`src/rtl/btn_led_sequencer_pkg.sv`:
```
// ---------------------------------------------------------------------------
// btn_led_pkg
//   Shared definitions for the button-driven LED sequencer:
//     mode_t        - 2-bit operating mode (OFF / ON / BLINK_SLOW / BLINK_FAST)
//     DEF_*         - default timing constants, in clk cycles
//     cnt_w()       - counter width for a terminal count (never below 1 bit)
//     next_mode()   - press-driven mode rotation
// ---------------------------------------------------------------------------
package btn_led_pkg;

    typedef enum logic [1:0] {
        OFF        = 2'd0,
        ON         = 2'd1,
        BLINK_SLOW = 2'd2,
        BLINK_FAST = 2'd3
    } mode_t;

    localparam int DEF_DEBOUNCE_CYCLES   = 500000;
    localparam int DEF_BLINK_SLOW_CYCLES = 25000000;
    localparam int DEF_BLINK_FAST_CYCLES = 5000000;
    localparam int DEF_LONG_CYCLES       = 100000000;

    // $clog2(n) bits are enough to hold 0..n-1; a one-cycle count still
    // needs a physical bit.
    function automatic int cnt_w(input int n);
        if (n <= 2) begin
            return 1;
        end
        return $clog2(n);
    endfunction

    function automatic mode_t next_mode(input mode_t m);
        unique case (m)
            OFF:        return ON;
            ON:         return BLINK_SLOW;
            BLINK_SLOW: return BLINK_FAST;
            default:    return OFF;
        endcase
    endfunction

endpackage

```
`src/rtl/btn_led_sequencer_if.sv`:
```
// ---------------------------------------------------------------------------
// btn_led_if
//   User-facing signal bundle of the sequencer.
//     btn          raw mechanical button, active-high, asynchronous to clk
//     led          registered LED drive
//     mode         current operating mode (mode_t)
//     press_pulse  one-cycle strobe per accepted press
//   Modports:
//     master - the side that owns the button and watches the indicators
//     slave  - the sequencer itself
// ---------------------------------------------------------------------------
interface btn_led_if;
    import btn_led_pkg::*;

    logic  btn;
    logic  led;
    mode_t mode;
    logic  press_pulse;

    modport master (
        output btn,
        input  led,
        input  mode,
        input  press_pulse
    );

    modport slave (
        input  btn,
        output led,
        output mode,
        output press_pulse
    );

endinterface

```
`src/rtl/btn_led_sequencer_debounce.sv`:
```
// ---------------------------------------------------------------------------
// btn_debounce
//   Synchronises the raw button into the clk domain, filters contact bounce
//   and flags accepted presses.
//   Ports:
//     clk, rst_n   system clock, asynchronous active-low reset
//     btn          raw button input
//     stable       debounced button level
//     press_pulse  one-cycle strobe, high in the cycle right after stable
//                  goes 0->1; releases produce nothing
//   Parameter:
//     DEBOUNCE_CYCLES  consecutive disagreeing cycles needed to accept a
//                      new level
// ---------------------------------------------------------------------------
module btn_debounce
    import btn_led_pkg::*;
#(
    parameter int DEBOUNCE_CYCLES = DEF_DEBOUNCE_CYCLES
) (
    input  logic clk,
    input  logic rst_n,
    input  logic btn,
    output logic stable,
    output logic press_pulse
);

    localparam int              DB_W    = cnt_w(DEBOUNCE_CYCLES);
    localparam logic [DB_W-1:0] DB_TERM = DB_W'(DEBOUNCE_CYCLES - 1);

    logic            sync_p0;
    logic            sync_p1;
    logic [DB_W-1:0] db_cnt;

    always_ff @(posedge clk or negedge rst_n) begin
        if (!rst_n) begin
            sync_p0     <= 1'b0;
            sync_p1     <= 1'b0;
            stable      <= 1'b0;
            db_cnt      <= '0;
            press_pulse <= 1'b0;
        end else begin
            // stage p0/p1: two-flop synchroniser
            sync_p0     <= btn;
            sync_p1     <= sync_p0;
            press_pulse <= 1'b0;
            // any agreement restarts the run, so short glitches never land
            if (sync_p1 == stable) begin
                db_cnt <= '0;
            end else if (db_cnt == DB_TERM) begin
                stable      <= sync_p1;
                db_cnt      <= '0;
                // strobe lines up with the first cycle stable reads 1
                press_pulse <= sync_p1;
            end else begin
                db_cnt <= db_cnt + DB_W'(1);
            end
        end
    end

endmodule

```
`src/rtl/btn_led_sequencer.sv`:
```
// ---------------------------------------------------------------------------
// btn_led_sequencer
//   Single-button LED controller. Each accepted press steps the mode
//   OFF -> ON -> BLINK_SLOW -> BLINK_FAST -> OFF. In the blink modes the LED
//   toggles every BLINK_*_CYCLES cycles, starting lit on entry.
//   Ports:
//     clk    system clock, rising edge
//     rst_n  asynchronous active-low reset
//     bus    btn_led_if.slave: btn in; led, mode, press_pulse out
//   Parameters:
//     DEBOUNCE_CYCLES, BLINK_SLOW_CYCLES, BLINK_FAST_CYCLES, LONG_CYCLES
//   Build option:
//     BTN_LONG_PRESS_EN - when defined, holding the button for LONG_CYCLES
//     forces the sequencer to OFF (once per hold); otherwise hold time is
//     irrelevant.
// ---------------------------------------------------------------------------
module btn_led_sequencer
    import btn_led_pkg::*;
#(
    parameter int DEBOUNCE_CYCLES   = DEF_DEBOUNCE_CYCLES,
    parameter int BLINK_SLOW_CYCLES = DEF_BLINK_SLOW_CYCLES,
    parameter int BLINK_FAST_CYCLES = DEF_BLINK_FAST_CYCLES,
    parameter int LONG_CYCLES       = DEF_LONG_CYCLES
) (
    input logic    clk,
    input logic    rst_n,
    btn_led_if.slave bus
);

    // One prescaler serves both blink rates; it is sized for the longer one.
    localparam int BLINK_MAX = (BLINK_SLOW_CYCLES > BLINK_FAST_CYCLES) ?
                               BLINK_SLOW_CYCLES : BLINK_FAST_CYCLES;
    localparam int                 PRESC_W   = cnt_w(BLINK_MAX);
    localparam logic [PRESC_W-1:0] SLOW_TERM = PRESC_W'(BLINK_SLOW_CYCLES - 1);
    localparam logic [PRESC_W-1:0] FAST_TERM = PRESC_W'(BLINK_FAST_CYCLES - 1);

    logic stable;
    logic press_pulse;
    logic long_evt;

    btn_debounce #(
        .DEBOUNCE_CYCLES (DEBOUNCE_CYCLES)
    ) u_debounce (
        .clk         (clk),
        .rst_n       (rst_n),
        .btn         (bus.btn),
        .stable      (stable),
        .press_pulse (press_pulse)
    );

`ifdef BTN_LONG_PRESS_EN
    localparam int                HOLD_W    = cnt_w(LONG_CYCLES);
    localparam logic [HOLD_W-1:0] HOLD_TERM = HOLD_W'(LONG_CYCLES - 1);

    logic [HOLD_W-1:0] hold_cnt;
    logic              hold_done;

    // hold_done parks the counter at its terminal value until release, so
    // the forced OFF fires once per hold and the counter never wraps.
    always_ff @(posedge clk or negedge rst_n) begin
        if (!rst_n) begin
            hold_cnt  <= '0;
            hold_done <= 1'b0;
        end else if (!stable) begin
            hold_cnt  <= '0;
            hold_done <= 1'b0;
        end else if (!hold_done) begin
            if (hold_cnt == HOLD_TERM) begin
                hold_done <= 1'b1;
            end else begin
                hold_cnt <= hold_cnt + HOLD_W'(1);
            end
        end
    end

    assign long_evt = stable && !hold_done && (hold_cnt == HOLD_TERM);
`else
    logic unused_stable;

    assign unused_stable = stable & (LONG_CYCLES > 0);
    assign long_evt      = 1'b0;
`endif

    mode_t              mode_q;
    mode_t              mode_d;
    logic               led_q;
    logic               led_d;
    logic [PRESC_W-1:0] presc_q;
    logic [PRESC_W-1:0] presc_d;
    logic [PRESC_W-1:0] presc_term;

    always_ff @(posedge clk or negedge rst_n) begin
        if (!rst_n) begin
            mode_q  <= OFF;
            led_q   <= 1'b0;
            presc_q <= '0;
        end else begin
            mode_q  <= mode_d;
            led_q   <= led_d;
            presc_q <= presc_d;
        end
    end

    always_comb begin
        mode_d     = mode_q;
        led_d      = led_q;
        presc_d    = presc_q;
        presc_term = (mode_q == BLINK_FAST) ? FAST_TERM : SLOW_TERM;

        if (long_evt) begin
            // takes priority over a press landing in the same cycle
            mode_d  = OFF;
            led_d   = 1'b0;
            presc_d = '0;
        end else if (press_pulse) begin
            // every new mode except OFF starts with the LED lit and a fresh
            // prescaler, so slow->fast never inherits a partial count
            mode_d  = next_mode(mode_q);
            led_d   = (mode_d != OFF);
            presc_d = '0;
        end else begin
            unique case (mode_q)
                OFF: led_d = 1'b0;
                ON:  led_d = 1'b1;
                default: begin
                    if (presc_q == presc_term) begin
                        presc_d = '0;
                        led_d   = ~led_q;
                    end else begin
                        presc_d = presc_q + PRESC_W'(1);
                    end
                end
            endcase
        end
    end

    assign bus.led         = led_q;
    assign bus.mode        = mode_q;
    assign bus.press_pulse = press_pulse;

endmodule

```
`src/flat_wrapper.sv`:
```
// flat-port wrapper written by rule: the top's interface ports become plain ports
module btn_led_sequencer_flat import btn_led_pkg::*;
#(
    parameter int DEBOUNCE_CYCLES   = DEF_DEBOUNCE_CYCLES,
    parameter int BLINK_SLOW_CYCLES = DEF_BLINK_SLOW_CYCLES,
    parameter int BLINK_FAST_CYCLES = DEF_BLINK_FAST_CYCLES,
    parameter int LONG_CYCLES       = DEF_LONG_CYCLES
)
  (clk, rst_n, bus_btn, bus_led, bus_mode, bus_press_pulse);
  btn_led_if bus_i ();
  input logic clk;
  input logic rst_n;
  input wire logic [$bits(bus_i.btn)-1:0] bus_btn;
  output wire logic [$bits(bus_i.led)-1:0] bus_led;
  output wire logic [$bits(bus_i.mode)-1:0] bus_mode;
  output wire logic [$bits(bus_i.press_pulse)-1:0] bus_press_pulse;
  assign bus_i.btn = bus_btn;
  assign bus_led = bus_i.led;
  assign bus_mode = bus_i.mode;
  assign bus_press_pulse = bus_i.press_pulse;
  btn_led_sequencer #(.DEBOUNCE_CYCLES(DEBOUNCE_CYCLES), .BLINK_SLOW_CYCLES(BLINK_SLOW_CYCLES), .BLINK_FAST_CYCLES(BLINK_FAST_CYCLES), .LONG_CYCLES(LONG_CYCLES)) u_core (.clk(clk), .rst_n(rst_n), .bus(bus_i));
endmodule
```
`config.mk`:
```
export PLATFORM = sky130hd
export DESIGN_NAME = btn_led_sequencer_flat
export DESIGN_NICKNAME = d
export VERILOG_FILES = /design/src/rtl/btn_led_sequencer_pkg.sv /design/src/rtl/btn_led_sequencer_if.sv /design/src/rtl/btn_led_sequencer_debounce.sv /design/src/rtl/btn_led_sequencer.sv /design/src/flat_wrapper.sv
export SDC_FILE = /design/constraint.sdc
export NUM_CORES = 1
export LEC_CHECK = 0
export CORE_ASPECT_RATIO = 1.1
export CORE_MARGIN = 2
export CORE_UTILIZATION = 50
export CTS_CLUSTER_SIZE = 8
export DETAILED_ROUTE_END_ITERATION = 10
export PLACE_DENSITY = 0.67
export RECOVER_POWER = 50
export SYNTH_ARGS = -nofsm -noshare
export SYNTH_HDL_FRONTEND = slang
export SYNTH_SLANG_ARGS = --single-unit
```
`constraint.sdc`:
```
create_clock -name clk -period 4.4 [get_ports clk]
set_input_delay 0.44 -clock clk [delete_from_list [all_inputs] [get_ports clk]]
set_output_delay 0.44 -clock clk [all_outputs]
set_load 0.005 [all_outputs]
```
==> results by group <==
Placed design
  – Placement Setup Slack: 1.92 ns
  – Gpl congestion: 0.812
  – Post-detail-place hpwl: 3560 µm
  – PortBufs: 6
  – Placed cell area: 0.00287 mm²

Critical path
  – Crit start category: input pin
  – WS Path Type: input pin to async pin
  – Worst path max stage delay: 1.90 ns
  – Worst EP arrival: 2.43 ns
  – R2R Setup Slk: 1.89 ns
  – R2r worst-path depth: 7
  – Setup crit end kind: async pin
  – CP required: 4.26 ns
  – Number of buffers and inverters on the critical path: 2
  – CP cell instances: buf_2 -> clkbuf_1
  – CP max-delay cell: clkbuf_1
  – Reg2reg start: u_core.bus.mode[1]$_DFFE_PN0P_
  – Worst R2R End: u_core.presc_q[8]$_DFFE_PN0P_
  – Crit path max fanout: 51
  – CP delay by family, top: buffers and inverters

Floorplanning
  – Die area: 0.00611 mm²
  – Die X: 74.7 µm
  – Initial Util: 51.3%
  – Core ar.: 0.00536 mm²
  – I/O pin count: 7
  – # rows: 28
  – Height of the die: 81.8 µm

Clocking
  – CTS Buf Count: 5
  – Clock Latency Late Sink: 0.31 ns
  – Cts repair resizes: 0
  – Clock Path Buffers: 2
  – CTS tree: yes
  – Clk root buf: clkbuf_8
  – Post CTS Setup Buffer Count: 0
  – Hold buffers post-CTS: 0
  – CTS clk-pin slew, worst paths: 0.09 ns
  – Htree depth: 2
  – CTS sink count: 51

Route
  – Via/cell ratio: 5.77
  – Drt total wl: 5400 µm
  – Drt drc: 0
  – Routed Antenna Nets: 0
  – Via count: 2170
  – Wire per inst: 14.4 µm
  – Drt pass-1 iters: 5
  – Iter 0 DRT Violations: 142

STA
  – Slew HR: -78.8%
  – Final Hold Fails: 0
  – Setup tns final: 0 ns
  – Tmin final: 2.57 ns
  – Final period util: 58.5%
  – RSZ-0062 raised after global routing: false
  – Fin Clk Skew: 0.00883 ns
  – Tightest Pin Transition: 2.68 ns
  – Hold_ws: 0.358 ns
  – Final setup margin: 1.83 ns
  – Max Freq: 0.389 GHz
  – Final setup fails: 0
  – Max-slew violations: 52

Worst hold path
  – Worst hold path cell count: 0
  – Hold Crit Class: flop to flop
  – Hold path startpoint: u_core.u_debounce.sync_p0$_DFF_PN0_
  – WHS Endpoint: u_core.u_debounce.sync_p1$_DFF_PN0_

Synthesis
  – Synth warnings: 0
  – Mapped Cells: 296
  – Synth unique cells: 47
  – Mean Syn Cell Area: 9.30 µm²
  – Sequential fraction of the synthesis area: 46.4%
  – Cell Area, Synth: 0.00275 mm²
  – Post-Syn Nets: 306
  – Top FF cell, synth: dfrtp_1
  – Post-synth EDFFs: 0
  – Number of synthesized register bits: 51
  – Asr flop ratio synth: 100%

Finish
  – # fillers: 496
  – Area Overhead vs Synth: 8.28%
  – Nets: 310
  – ANT cells: 0
  – Sequential cell area: 0.00128 mm²
  – Post-route cell area: 0.00298 mm²
  – Multi-input gate area: 0.00140 mm²
  – Fin util: 55.6%
  – Share of post-route cells with drive strength above 1: 5.65%

Outcome
  – Status: finished, violations left
  – Failing checks: capacitance limit, slew limit

GRT
  – Largest net degree at the start of global routing: 52
  – Gr ovfl total: 0
  – Vias in the first global route: 2060
  – All-Layer GR Usage: 19.8%
  – Initial antenna violation count: 0
  – First-pass GRT wire length: 9270 µm

Power and ir drop
  – Peak supply drop: 0.203 mV
  – Static leakage: 1.26 nW
  – Pwr Density: 280 mW/mm²

Flow run
  – Max_cap viols: 1
[worst max path at each step]
stage                                                   to  slack [ns]                      startpoint  cells after the start
global route        u_core.u_debounce.db_cnt[12]$_DFF_PN0_        1.14                           rst_n                      2
floorplan                   u_core.presc_q[14]$_DFFE_PN0P_        2.48   u_core.presc_q[0]$_DFFE_PN0P_                      6
CTS                          u_core.presc_q[8]$_DFFE_PN0P_        1.92  u_core.bus.mode[1]$_DFFE_PN0P_                      7
detailed placement           u_core.presc_q[8]$_DFFE_PN0P_        1.92  u_core.bus.mode[1]$_DFFE_PN0P_                      7
finish               u_core.u_debounce.db_cnt[2]$_DFF_PN0_        1.83                           rst_n                      2
global placement             u_core.presc_q[8]$_DFFE_PN0P_        1.98  u_core.bus.mode[1]$_DFFE_PN0P_                      7
[state kept, by name, indices dropped and copies added (netlist names)]
name and cells:
u_core.u_debounce.sync_p1 1, u_core.u_debounce.stable 1, u_core.u_debounce.db_cnt 19, u_core.bus.led 1, u_core.presc_q 25, u_core.u_debounce.sync_p0 1, u_core.bus.mode 2, u_core.u_debounce.press_pulse 1
[layout make-up]
type                            count  area share (%)
Multi-Input combinational cell    226            46.9
Clock buffer                        5            2.31
Tap cell                           75            3.15
Timing Repair Buffer                8            2.23
Sequential cell                    51            42.8
Inverter                            8            1.01
Clock inverter                      3            1.60
[cells in the mapped netlist, types with 7 or more instances]
master | number | area [µm²]
xnor2_1 | 10 | 87.6
a31oi_1 | 9 | 56.3
xor2_1 | 12 | 105
or3_1 | 10 | 62.6
nor2_1 | 38 | 143
dfrtp_1 | 51 | 1280
nand4_1 | 12 | 75.1
nor4_1 | 7 | 43.8
nand3_1 | 26 | 130
inv_1 | 8 | 30.0
ha_1 | 7 | 87.6
nand2_1 | 30 | 113
a21oi_1 | 10 | 50.1
[power breakdown]
part	internal, mW	total [mW]	switching, mW
Sequential	0.472	0.474	0.00265
Clock	0.173	0.341	0.169
Combinational	0.00371	0.0172	0.0135
Total	0.648	0.833	0.185
[logic make-up (layout without fill, tap and decap cells)]
group                    count (synthesis)  after routing  share of synthesized area, %
AO/OA/AOI/OAI                           32             32                          7.41
adder cells (fa/ha/maj)                  7              7                          3.18
flip-flops                              51             51                          46.4
AND/OR/NAND/NOR                        163            163                          32.4
buffers and inverters                   19             24                          2.86
multiplexers                             2              2                         0.773
XOR/XNOR                                22             22                          7.00
[through the flow]
step                      std cells  power [mW]
final                           376       0.833
after global routing            376       0.864
after CTS                       376       0.845
after detailed placement        368       0.502
after global placement          368       0.502
after floorplan                 296       0.490
[routing by layer]
metal | track usage (%) | wire (µm) | up-vias
li1 | - | - | 1076
met1 | 25.0 | 2490 | 1048
met2 | 33.6 | 2650 | 36
met3 | 3.56 | 163 | 10
met4 | 7.86 | 104 | 0
met5 | 0 | 0 | -
[cell usage in the layout (no fill, tap or decap), types with 3 or more instances in the layout]
cell             instances
xnor2_1                 10
clkbuf_8                 5
nand4_1                 12
inv_1                    8
a31oi_1                  9
a211o_1                  3
or3_1                   10
ha_1                     7
nor2_1                  38
xor2_1                  12
and3_1                   6
a21oi_1                 10
nand4b_1                 4
dfrtp_1                 51
nor4_1                   7
nor3_1                   6
and4_1                   6
nand2_1                 30
clkdlybuf4s50_1          4
nand3_1                 26
No activity file was read; power rests on OpenSTA's default activity.
